==> config.mk <==
export PLATFORM = sky130hd
export DESIGN_NAME = branch_pc_unit
export DESIGN_NICKNAME = d
export VERILOG_FILES = /design/src/rtl/arch_defs_pkg.sv /design/src/rtl/pc_return_stack.sv /design/src/rtl/branch_pc_unit.sv
export SDC_FILE = /design/constraint.sdc
export NUM_CORES = 1
export LEC_CHECK = 0
export CAP_MARGIN = 40
export CELL_PAD_IN_SITES_DETAIL_PLACEMENT = 1
export CELL_PAD_IN_SITES_GLOBAL_PLACEMENT = 1
export CORE_ASPECT_RATIO = 0.6
export CORE_UTILIZATION = 40
export DETAILED_ROUTE_END_ITERATION = 6
export HOLD_SLACK_MARGIN = 0.05
export MAX_ROUTING_LAYER = met4
export PLACE_DENSITY = 0.79
export SYNTH_ARGS = -nofsm -noshare
export SYNTH_HDL_FRONTEND = slang
export SYNTH_SLANG_ARGS = --single-unit
==> constraint.sdc <==
create_clock -name clk -period 2.3 [get_ports clk]
set_clock_uncertainty 0.2 [all_clocks]
set_input_delay 0.46 -clock clk [delete_from_list [all_inputs] [get_ports clk]]
set_output_delay 0.46 -clock clk [all_outputs]
set_load 0.02 [all_outputs]
==> src/rtl/arch_defs_pkg.sv <==
// Architecture-wide definitions for the SAP-2 CPU datapath.
// Holds the program-counter operation and branch-condition encodings
// used between the control unit and branch_pc_unit, plus the default
// depth of the return-address stack.
package arch_defs_pkg;

    localparam int STACK_DEPTH_DEF = 4;

    // Program-counter micro-operation. Encodings 5..7 are unused and
    // behave as PC_NOP.
    typedef enum logic [2:0] {
        PC_NOP  = 3'd0,
        PC_INC  = 3'd1,
        PC_JMP  = 3'd2,
        PC_CALL = 3'd3,
        PC_RET  = 3'd4
    } pc_op_t;

    // Branch condition tested against the latched ALU flags. Encoding 7
    // is unused and never satisfied.
    typedef enum logic [2:0] {
        C_ALWAYS = 3'd0,
        C_Z      = 3'd1,
        C_NZ     = 3'd2,
        C_C      = 3'd3,
        C_NC     = 3'd4,
        C_N      = 3'd5,
        C_NN     = 3'd6
    } cond_t;

endpackage

==> src/rtl/pc_return_stack.sv <==
// Return-address stack for branch_pc_unit.
// Ports:
//   clk, reset (async, active-low)  - clock and reset; reset clears sp only
//   push, din                        - write din at slot sp, sp+1 (ignored when full)
//   pop, dout                        - dout always shows the top entry; pop does sp-1
//   sp                               - number of occupied entries
//   full, empty                      - sp==STACK_DEPTH / sp==0
module pc_return_stack
    import arch_defs_pkg::*;
#(
    parameter int ADDR_WIDTH  = 8,
    parameter int STACK_DEPTH = STACK_DEPTH_DEF
) (
    input  logic                           clk,
    input  logic                           reset,
    input  logic                           push,
    input  logic                           pop,
    input  logic [ADDR_WIDTH-1:0]          din,
    output logic [ADDR_WIDTH-1:0]          dout,
    output logic [$clog2(STACK_DEPTH):0]   sp,
    output logic                           full,
    output logic                           empty
);

    localparam int IW = $clog2(STACK_DEPTH);
    localparam int PW = IW + 1;
    localparam logic [PW-1:0] ONE     = PW'(1);
    localparam logic [PW-1:0] DEPTH_V = PW'(STACK_DEPTH);

    logic [ADDR_WIDTH-1:0] mem [STACK_DEPTH];
    logic [PW-1:0]         sp_q;
    logic [IW-1:0]         wr_idx;
    logic [IW-1:0]         rd_idx;
    logic                  do_push;
    logic                  do_pop;

    assign full    = (sp_q == DEPTH_V);
    assign empty   = (sp_q == '0);
    assign do_push = push && !full;
    assign do_pop  = pop && !empty && !push;

    // With a power-of-two depth, sp==DEPTH has all-zero low bits, so the
    // wrapped decrement still lands on the top slot.
    assign wr_idx = sp_q[IW-1:0];
    assign rd_idx = sp_q[IW-1:0] - IW'(1);
    assign dout   = mem[rd_idx];
    assign sp     = sp_q;

    always_ff @(posedge clk or negedge reset) begin
        if (!reset) begin
            sp_q <= '0;
        end else if (do_push) begin
            sp_q <= sp_q + ONE;
        end else if (do_pop) begin
            sp_q <= sp_q - ONE;
        end
    end

    // Storage is deliberately left unreset; sp alone decides visibility.
    always_ff @(posedge clk) begin
        if (do_push) begin
            mem[wr_idx] <= din;
        end
    end

endmodule

==> src/rtl/branch_pc_unit.sv <==
// Program counter and branch unit for the SAP-2 CPU.
// Ports:
//   clk, reset (async, active-low)
//   pc_op, cond                  - micro-operation and branch condition
//   flag_*_i                     - latched ALU zero/carry/negative flags
//   target                       - jump/call destination from the bus
//   halt                         - freezes all state, suppresses taken
//   counter_out                  - current PC (drives MAR)
//   taken                        - one-cycle pulse after a successful transfer
//   sp                           - occupied return-stack entries
//   stack_overflow/underflow     - sticky error flags, cleared only by reset
module branch_pc_unit
    import arch_defs_pkg::*;
#(
    parameter int ADDR_WIDTH  = 8,
    parameter int STACK_DEPTH = STACK_DEPTH_DEF
) (
    input  logic                          clk,
    input  logic                          reset,
    input  pc_op_t                        pc_op,
    input  cond_t                         cond,
    input  logic                          flag_zero_i,
    input  logic                          flag_carry_i,
    input  logic                          flag_negative_i,
    input  logic [ADDR_WIDTH-1:0]         target,
    input  logic                          halt,
    output logic [ADDR_WIDTH-1:0]         counter_out,
    output logic                          taken,
    output logic [$clog2(STACK_DEPTH):0]  sp,
    output logic                          stack_overflow,
    output logic                          stack_underflow
);

    logic [ADDR_WIDTH-1:0] pc_q, pc_d;
    logic                  taken_q, taken_d;
    logic                  ovf_q, ovf_d;
    logic                  udf_q, udf_d;
    logic                  cond_met;
    logic                  push, pop;
    logic [ADDR_WIDTH-1:0] ret_addr;
    logic                  full, empty;

    pc_return_stack #(
        .ADDR_WIDTH  (ADDR_WIDTH),
        .STACK_DEPTH (STACK_DEPTH)
    ) u_stack (
        .clk   (clk),
        .reset (reset),
        .push  (push),
        .pop   (pop),
        .din   (pc_q),
        .dout  (ret_addr),
        .sp    (sp),
        .full  (full),
        .empty (empty)
    );

    always_comb begin
        cond_met = 1'b0;
        case (cond)
            C_ALWAYS: cond_met = 1'b1;
            C_Z:      cond_met = flag_zero_i;
            C_NZ:     cond_met = !flag_zero_i;
            C_C:      cond_met = flag_carry_i;
            C_NC:     cond_met = !flag_carry_i;
            C_N:      cond_met = flag_negative_i;
            C_NN:     cond_met = !flag_negative_i;
            default:  cond_met = 1'b0;
        endcase
    end

    always_comb begin
        pc_d    = pc_q;
        taken_d = 1'b0;
        ovf_d   = ovf_q;
        udf_d   = udf_q;
        push    = 1'b0;
        pop     = 1'b0;
        if (!halt) begin
            case (pc_op)
                PC_INC: pc_d = pc_q + ADDR_WIDTH'(1);
                PC_JMP: begin
                    if (cond_met) begin
                        pc_d    = target;
                        taken_d = 1'b1;
                    end
                end
                PC_CALL: begin
                    // A false condition skips the full check entirely.
                    if (cond_met) begin
                        if (!full) begin
                            push    = 1'b1;
                            pc_d    = target;
                            taken_d = 1'b1;
                        end else begin
                            ovf_d = 1'b1;
                        end
                    end
                end
                PC_RET: begin
                    if (!empty) begin
                        pop     = 1'b1;
                        pc_d    = ret_addr;
                        taken_d = 1'b1;
                    end else begin
                        udf_d = 1'b1;
                    end
                end
                default: ;
            endcase
        end
    end

    always_ff @(posedge clk or negedge reset) begin
        if (!reset) begin
            pc_q    <= '0;
            taken_q <= 1'b0;
            ovf_q   <= 1'b0;
            udf_q   <= 1'b0;
        end else begin
            pc_q    <= pc_d;
            taken_q <= taken_d;
            ovf_q   <= ovf_d;
            udf_q   <= udf_d;
        end
    end

    assign counter_out     = pc_q;
    assign taken           = taken_q;
    assign stack_overflow  = ovf_q;
    assign stack_underflow = udf_q;

endmodule

==> impl_metrics.env <==
export IMPL_clk_pin_slew_worst_paths_ps=100
export IMPL_core_region_area_mm2=0.00528
export IMPL_cp_required_ps=2280
export IMPL_worst_pin_slew_ps=373
export IMPL_clockRootBuffer="clkbuf_8"
export IMPL_antenna_found_initial=0
export IMPL_syn_area_per_cell_um2=14.5
export IMPL_clock_sinks=46
export IMPL_vias=1670
export IMPL_firstDrtPassIters=4
export IMPL_postCtsSetupBuffers=0
export IMPL_finish_utilization_pct=59.5
export IMPL_intPower_mw=2.03
export IMPL_setup_slack_ps=37.9
export IMPL_grt_total_usage_pct=23.2
export IMPL_wl_per_cell_um=21.2
export IMPL_hold_path_class="in2async"
export IMPL_drt_total_wl_mm=6.40
export IMPL_synthDistinctLibCells=48
export IMPL_netlist_instances=158
export IMPL_die_h_um=60.7
export IMPL_whs_ps=247
export IMPL_outcome="finished, final reports clean"
export IMPL_clk_latency_ps=320
export IMPL_dpl_hpwl_mm=4.46
export IMPL_io_pin_count=34
export IMPL_yosysWarnings=0
export IMPL_peakVddDrop_mv=0.527
export IMPL_end_kind="flop"
export IMPL_viasPerCell=5.53
export IMPL_yosysSeqAreaShare_pct=57.1
export IMPL_overflow=0
export IMPL_ys_flop_type="edfxtp_1"
export IMPL_cts_made_buffers=5
export IMPL_initial_utilization_pct=43.5
export IMPL_grt_pass1_vias=1792
export IMPL_die_area_mm2=0.00605
export IMPL_switchingPower_mw=1.18
export IMPL_critPathLaunchType="input pin"
export IMPL_comb_power_share_pct=44.4
export IMPL_maxSlewHeadroom_pct=75.1
export IMPL_portBuffers=33
export IMPL_clockBufferDepth=2
export IMPL_drc=0
export IMPL_finalCritPeriodShare_pct=98.4
export IMPL_slew_viol_final=0
export IMPL_dp_cells=294
export IMPL_dp_slack_ps=-591
export IMPL_netlist_area_mm2=0.00229
export IMPL_crit_type="in2reg"
export IMPL_p_per_area_mw_per_mm2=1020
export IMPL_synth_nets=184
export IMPL_arrival_ps=2240
export IMPL_hold_violations=0
export IMPL_min_period_ps=2260
export IMPL_finalSetupTns_ps=0
export IMPL_crit_path_max_fanout=4
export IMPL_grt_pass1_wl_mm=9.55
export IMPL_drive_gt1_share_pct=33.8
export IMPL_area_growth_syn_to_layout_pct=37.0
export IMPL_fin_nets=250
export IMPL_htreeDepth=2
export IMPL_synth_seq_cells=46
export IMPL_cts_tree="built"
export IMPL_place_congestion=0.770
export IMPL_clock_power_share_pct=16.3
export IMPL_pwr_share_seq_pct=39.3
export IMPL_fp_dieW_um=99.8
export IMPL_grt_max_degree=16
export IMPL_fmax_mhz=442
export IMPL_fin_cells=302
export IMPL_swShare_pct=36.7
export IMPL_diodes=0
export IMPL_rows=20
export IMPL_setup_viol=0
export IMPL_ctsHoldBuffers=0
export IMPL_drtIter0Drc=78
export IMPL_synth_edf_count=32
export IMPL_ant_nets=0
export IMPL_drv_cap=0
export IMPL_async_flop_share_pct=30.4
export IMPL_fillers=511
export IMPL_p_leak_nw=1.21
-- through the flow --
step                cell area [um^2]  power (mW)
floorplan                       2310        2.09
global placement                2990        2.55
detailed placement              2990        2.63
CTS                             3100        3.15
global route                    3140        3.36
finish                          3140        3.20
-- layer usage --
metal  vias up  track usage, %  routed length, um
met3         8            4.49                213
met4         0            7.14                116
li1        748               -                  -
met5         -               -                  0
met1       880            29.3               2940
met2        34            38.9               3130
-- final timing paths --
path,from,end,slack (ps),cells after the start
setup / recovery,pc_op[0],u_stack.sp[2]$_DFFE_PN0P_,40,8
max in group asynchronous,reset,u_stack.sp[0]$_DFFE_PN0P_,1450,2
min in group clk,stack_underflow$_DFFE_PN0P_,stack_underflow$_DFFE_PN0P_,300,2
hold reg to reg,stack_underflow$_DFFE_PN0P_,stack_underflow$_DFFE_PN0P_,300,2
hold / removal,reset,counter_out[1]$_DFFE_PN0P_,250,2
setup reg to reg,u_stack.sp[0]$_DFFE_PN0P_,counter_out[2]$_DFFE_PN0P_,50,8
-- synthesized netlist by cell type (2+ instances only) --
cell | number | area, um^2
o2bb2ai_1 | 2 | 17.5
nand2b_1 | 2 | 12.5
o31ai_1 | 2 | 15.0
nor3b_1 | 3 | 22.5
inv_1 | 6 | 22.5
xnor2_1 | 3 | 26.3
a21oi_1 | 4 | 20.0
nor2b_1 | 2 | 12.5
o211ai_1 | 2 | 15.0
mux2_4 | 6 | 90.1
buf_2 | 2 | 10.0
nor2_1 | 6 | 22.5
a22oi_1 | 4 | 30.0
nand3_1 | 7 | 35.0
dfrtp_1 | 14 | 350
mux4_2 | 8 | 180
xor2_1 | 3 | 26.3
edfxtp_1 | 32 | 961
o21ai_0 | 4 | 20.0
nor3_1 | 2 | 10.0
a221o_1 | 2 | 20.0
and2_1 | 4 | 25.0
ha_1 | 6 | 75.1
nand2_1 | 8 | 30.0
-- power groups by stage --
stage,registers (mW),clock network (mW),logic (mW)
finish,1.26,0.523,1.42
detailed placement,1.27,0,1.36
CTS,1.25,0.522,1.37
global route,1.28,0.562,1.53
floorplan,1.37,0,0.724
global placement,1.25,0,1.30
-- what timing repair did --
item / CTS / global route
resized for setup: 12 / 15
gates cloned: 0 / 0
pin swaps: 3 / 1
endpoints found under the setup margin: 35 / 3
-- layout by cell type, fill, tap and decap left out, types with 3 or more instances in the layout --
master and instances:
clkbuf_8 5, and2_1 4, buf_4 25, clkdlybuf4s50_1 24, inv_1 6, nor2_1 6, nand2_1 7, dlygate4sd2_1 4
a22oi_1 4, a21oi_1 4, dlymetal6s2s_1 3, mux2_4 6, edfxtp_1 32, buf_12 5, ha_1 4, mux4_2 8
nand3_1 6, dfrtp_1 13, xor2_1 3, o21ai_0 4
-- worst max-delay path: stages --
cell and delay (ps):
clkdlybuf4s50_1 440, buf_4 170, or3b_4 400, buf_4 160, nor3_1 230, nor3b_1 90
a21oi_1 150, o311ai_1 130
-- final cells by class --
| type | count | area, um^2 | share of cell area, % |
|---|---|---|---|
| tap | 77 | 96.3 | 3.07 |
| inverter | 6 | 22.5 | 0.717 |
| clock buffer | 5 | 68.8 | 2.19 |
| sequential | 46 | 1310 | 41.8 |
| multi-input combinational | 102 | 1010 | 32.2 |
| clock inverter | 3 | 21.3 | 0.677 |
| timing repair buffer | 63 | 611 | 19.4 |
-- sequential cells by signal, indices dropped and copies added, names as in the netlist --
| signal | flops |
|---|---|
| stack_underflow | 1 |
| u_stack.mem | 32 |
| counter_out | 8 |
| u_stack.sp | 3 |
| taken | 1 |
| stack_overflow | 1 |
-- kinds of logic after synthesis --
kind of cell / after synthesis / synth area share, %
and+or+nand+nor: 42 / 10.7
AOI/OAI and AO/OA: 33 / 12.2
adders and majority gates: 6 / 3.27
muxes: 15 / 12.3
xor gates and xnor gates: 6 / 2.29
DFF: 46 / 57.1
buffers and inverters: 10 / 2.07
No activity file was read; power rests on OpenSTA's default activity.
==> patch 1, RTL diff (same settings) <==
Change the package constant `STACK_DEPTH_DEF` from 4 to 2.
--- a/src/rtl/arch_defs_pkg.sv
+++ b/src/rtl/arch_defs_pkg.sv
@@ -5,5 +5,5 @@
 package arch_defs_pkg;
 
-    localparam int STACK_DEPTH_DEF = 4;
+    localparam int STACK_DEPTH_DEF = 2;
 
     // Program-counter micro-operation. Encodings 5..7 are unused and
Ports: changed (resized sp); port bits go from 34 to 33. The function was not compared with the original's and may differ.
==> patch 1 against the original RTL <==
- synthesized area down 34%
- synthesized cell count shrank 12%
- sequential cell count is 17 lower
- total power is 41% lower
- count of clock-buffer cells in the layout rose by 1
- worst setup slack got worse by 0.024 ns
- design area down 30%
- routed wire length fell by 23%
- first-iteration DRC count shrank 42%
- cell count down 19%
==> patch 1: results <==
export IMPL_run_status="complete, no violations"
export IMPL_power_switching_mw=0.653
export IMPL_wl_met2_um=2290
export IMPL_path_max_fanout=6
export IMPL_nets=219
export IMPL_reg2regPathDepth=6
export IMPL_leakagePower_nw=0.933
export IMPL_synth_xor_area_frac=0
export IMPL_crit_path_max_incr_delay_ns=0.55
export IMPL_grt_pass1_vias=1562
export IMPL_ir_drop_v=0.000586
export IMPL_grt_max_degree=14
export IMPL_hold_ws_ns=0.271
export IMPL_rr_endpoint="counter_out[5]$_DFFE_PN0P_"
export IMPL_first_iter_violations=45
export IMPL_multi_input_area_um2=681
export IMPL_dp_cells=234
export IMPL_synthesis_instances=139
export IMPL_drive_above_1_share=0.236
export IMPL_largest_register_ffs=16
export IMPL_synth_fa_ha_area_frac=0.00825
export IMPL_hold_class="reg -> reg"
export IMPL_dpl_instance_area_um2=2060
export IMPL_syn_avg_cell_area_um2=10.9
export IMPL_n_fill_cell=375
==> patch 1: changes by cell type after synthesis, sizes merged, moves of 5 or more <==
cell	before	now
edfxtp	32	16
o21ai	6	17
mux2i	0	9
mux4	8	0
nand3	7	1
a31oi	0	5
ha	6	1
mux2	7	2
==> patch 1: worst max path at each step <==
stage,endpoint,slack [ns]
floorplan,u_stack.mem[1][0]$_DFFE_PP_,0.06
global placement,u_stack.mem[0][6]$_DFFE_PP_,-0.34
detailed placement,u_stack.mem[0][4]$_DFFE_PP_,-0.49
CTS,u_stack.mem[0][4]$_DFFE_PP_,0.02
global route,counter_out[4]$_DFFE_PN0P_,-0.07
finish,counter_out[3]$_DFFE_PN0P_,0.01
==> patch 1: repair_timing <==
item                                   4_1_cts  5_1_grt
cloned                                       0        0
setup endpoints to repair                   26       19
setup buffers                                1        1
resized for setup                            6        5
endpoints found under the hold margin        0        0
pin swaps                                    4        3
==> patch 2, RTL diff (config.mk and constraints unchanged) <==
Made on the original files. Reset style: synchronous (`reset`), changed in 2 clocked blocks. Comments in the files are not updated.
--- a/src/rtl/pc_return_stack.sv
+++ b/src/rtl/pc_return_stack.sv
@@ -47,5 +47,5 @@
     assign sp     = sp_q;
 
-    always_ff @(posedge clk or negedge reset) begin
+    always_ff @(posedge clk) begin
         if (!reset) begin
             sp_q <= '0;
--- a/src/rtl/branch_pc_unit.sv
+++ b/src/rtl/branch_pc_unit.sv
@@ -112,5 +112,5 @@
     end
 
-    always_ff @(posedge clk or negedge reset) begin
+    always_ff @(posedge clk) begin
         if (!reset) begin
             pc_q    <= '0;
Function: differs if reset is asserted again (counterexample within 4 cycles, from zero or initial values and one cycle with reset low); with reset held inactive, the same outputs for 10 cycles.
==> patch 2 against the original RTL <==
- design area shrank 4.8%
- global-route usage decreased by 1.2 points
- worst setup slack worse by 0.0028 ns
- synthesized area fell by 3.3%
- via count fell by 1.7%
- sequential cell count is the same
- routed wire length fell by 6.5%
- critical path type unchanged
- largest cell class unchanged
Power is not compared: it rests on default switching activity, and its combinational part moved more than twofold at a synthesized area within 25%.
==> patch 2: results <==
export IMPL_synth_fa_ha_area_frac=0.0338
export IMPL_synth_cell_type_count=47
export IMPL_wl_met3_um=341
export IMPL_grtUsageMet2=0.371
export IMPL_track_usage=0.221
export IMPL_grt_use_met1=0.272
export IMPL_drive_above_1_share=0.304
export IMPL_hold_class="reg -> reg"
export IMPL_wl_met2_um=2830
export IMPL_first_iter_violations=76
export IMPL_r2r_start="u_stack.sp[0]$_SDFFE_PN0P_"
export IMPL_vias=1641
export IMPL_synth_compound_area_frac=0.139
export IMPL_startpoint="cond[1]"
export IMPL_path_max_fanout=5
export IMPL_hpwl_um=4000
export IMPL_ff2ff_setup_slack_ns=0.11
export IMPL_grt_max_degree=17
export IMPL_synthTopCellsByCount="32 x edfxtp_1, 14 x dfxtp_1, 11 x nand2_1"
export IMPL_run_status="complete, no violations"
export IMPL_slew_headroom=0.735
export IMPL_dr_pass1_iters=6
export IMPL_drt_met1_wl_um=2750
export IMPL_clk_latency_ns=0.30
export IMPL_synth_area_leaders="edfxtp_1 43%, dfxtp_1 13%, mux4_2 8.1%"
export IMPL_reg2regPathDepth=11
export IMPL_gp_congestion=0.743
export IMPL_n_fill_cell=531
export IMPL_ys_seq_area_frac=0.560
export IMPL_async_reset_ff_frac=0
patch 2: changes by cell type after synthesis, moves of 5 or more:
cell | before | now
dfrtp_1 | 14 | 0
dfxtp_1 | 0 | 14
mux2_4 | 6 | 0
o211a_1 | 0 | 5
patch 2: worst max-delay path: stages:
cell      delay, ns
buf_4          0.13
and4b_1        0.22
a211oi_4       0.30
a21boi_4       0.10
nand2_2        0.08
nor2_2         0.04
xnor2_1        0.17
ha_2           0.20
nor2b_1        0.13
and4_1         0.20
o21ai_2        0.06
mux2i_1        0.18
patch 2: through the flow:
step	cells	hold slack, ns	setup slack (ns)	cell area [um^2]
after floorplan	170	0.372	-0.0440	2230
after global placement	275	0.272	-0.498	2710
after detailed placement	275	0.285	-0.694	2710
after CTS	289	0.309	0.00207	2920
after global routing	296	0.348	-0.0275	2990
final	296	0.304	0.0351	2990
patch 2: area by class of cell:
cell class                      count  area [um^2]  share of cell area
Clock buffer                        6         82.6              0.0276
Clock inverter                      2         60.1              0.0201
Inverter                            4         15.0             0.00502
Multi-Input combinational cell    113         1000               0.335
Sequential cell                    46         1240               0.415
Tap cell                           66         82.6              0.0276
Timing Repair Buffer               59          508               0.170
patch 2: power groups by stage:
stage	combinational (mW)	clock [mW]	sequential (mW)
2_1_floorplan	0.100	0	0.948
3_3_place_gp	0.209	0	0.937
3_5_place_dp	0.218	0	0.941
4_1_cts	0.230	0.758	0.922
5_1_grt	0.270	0.792	0.925
6_report	0.253	0.748	0.921
patch 2: repair_timing:
action                                  CTS  global route
hold buffers                              0             0
endpoints found under the setup margin   16             7
setup buffers                             6             6
gates cloned                              0             1
pin swaps                                 8             7
gates resized for setup                  25            13
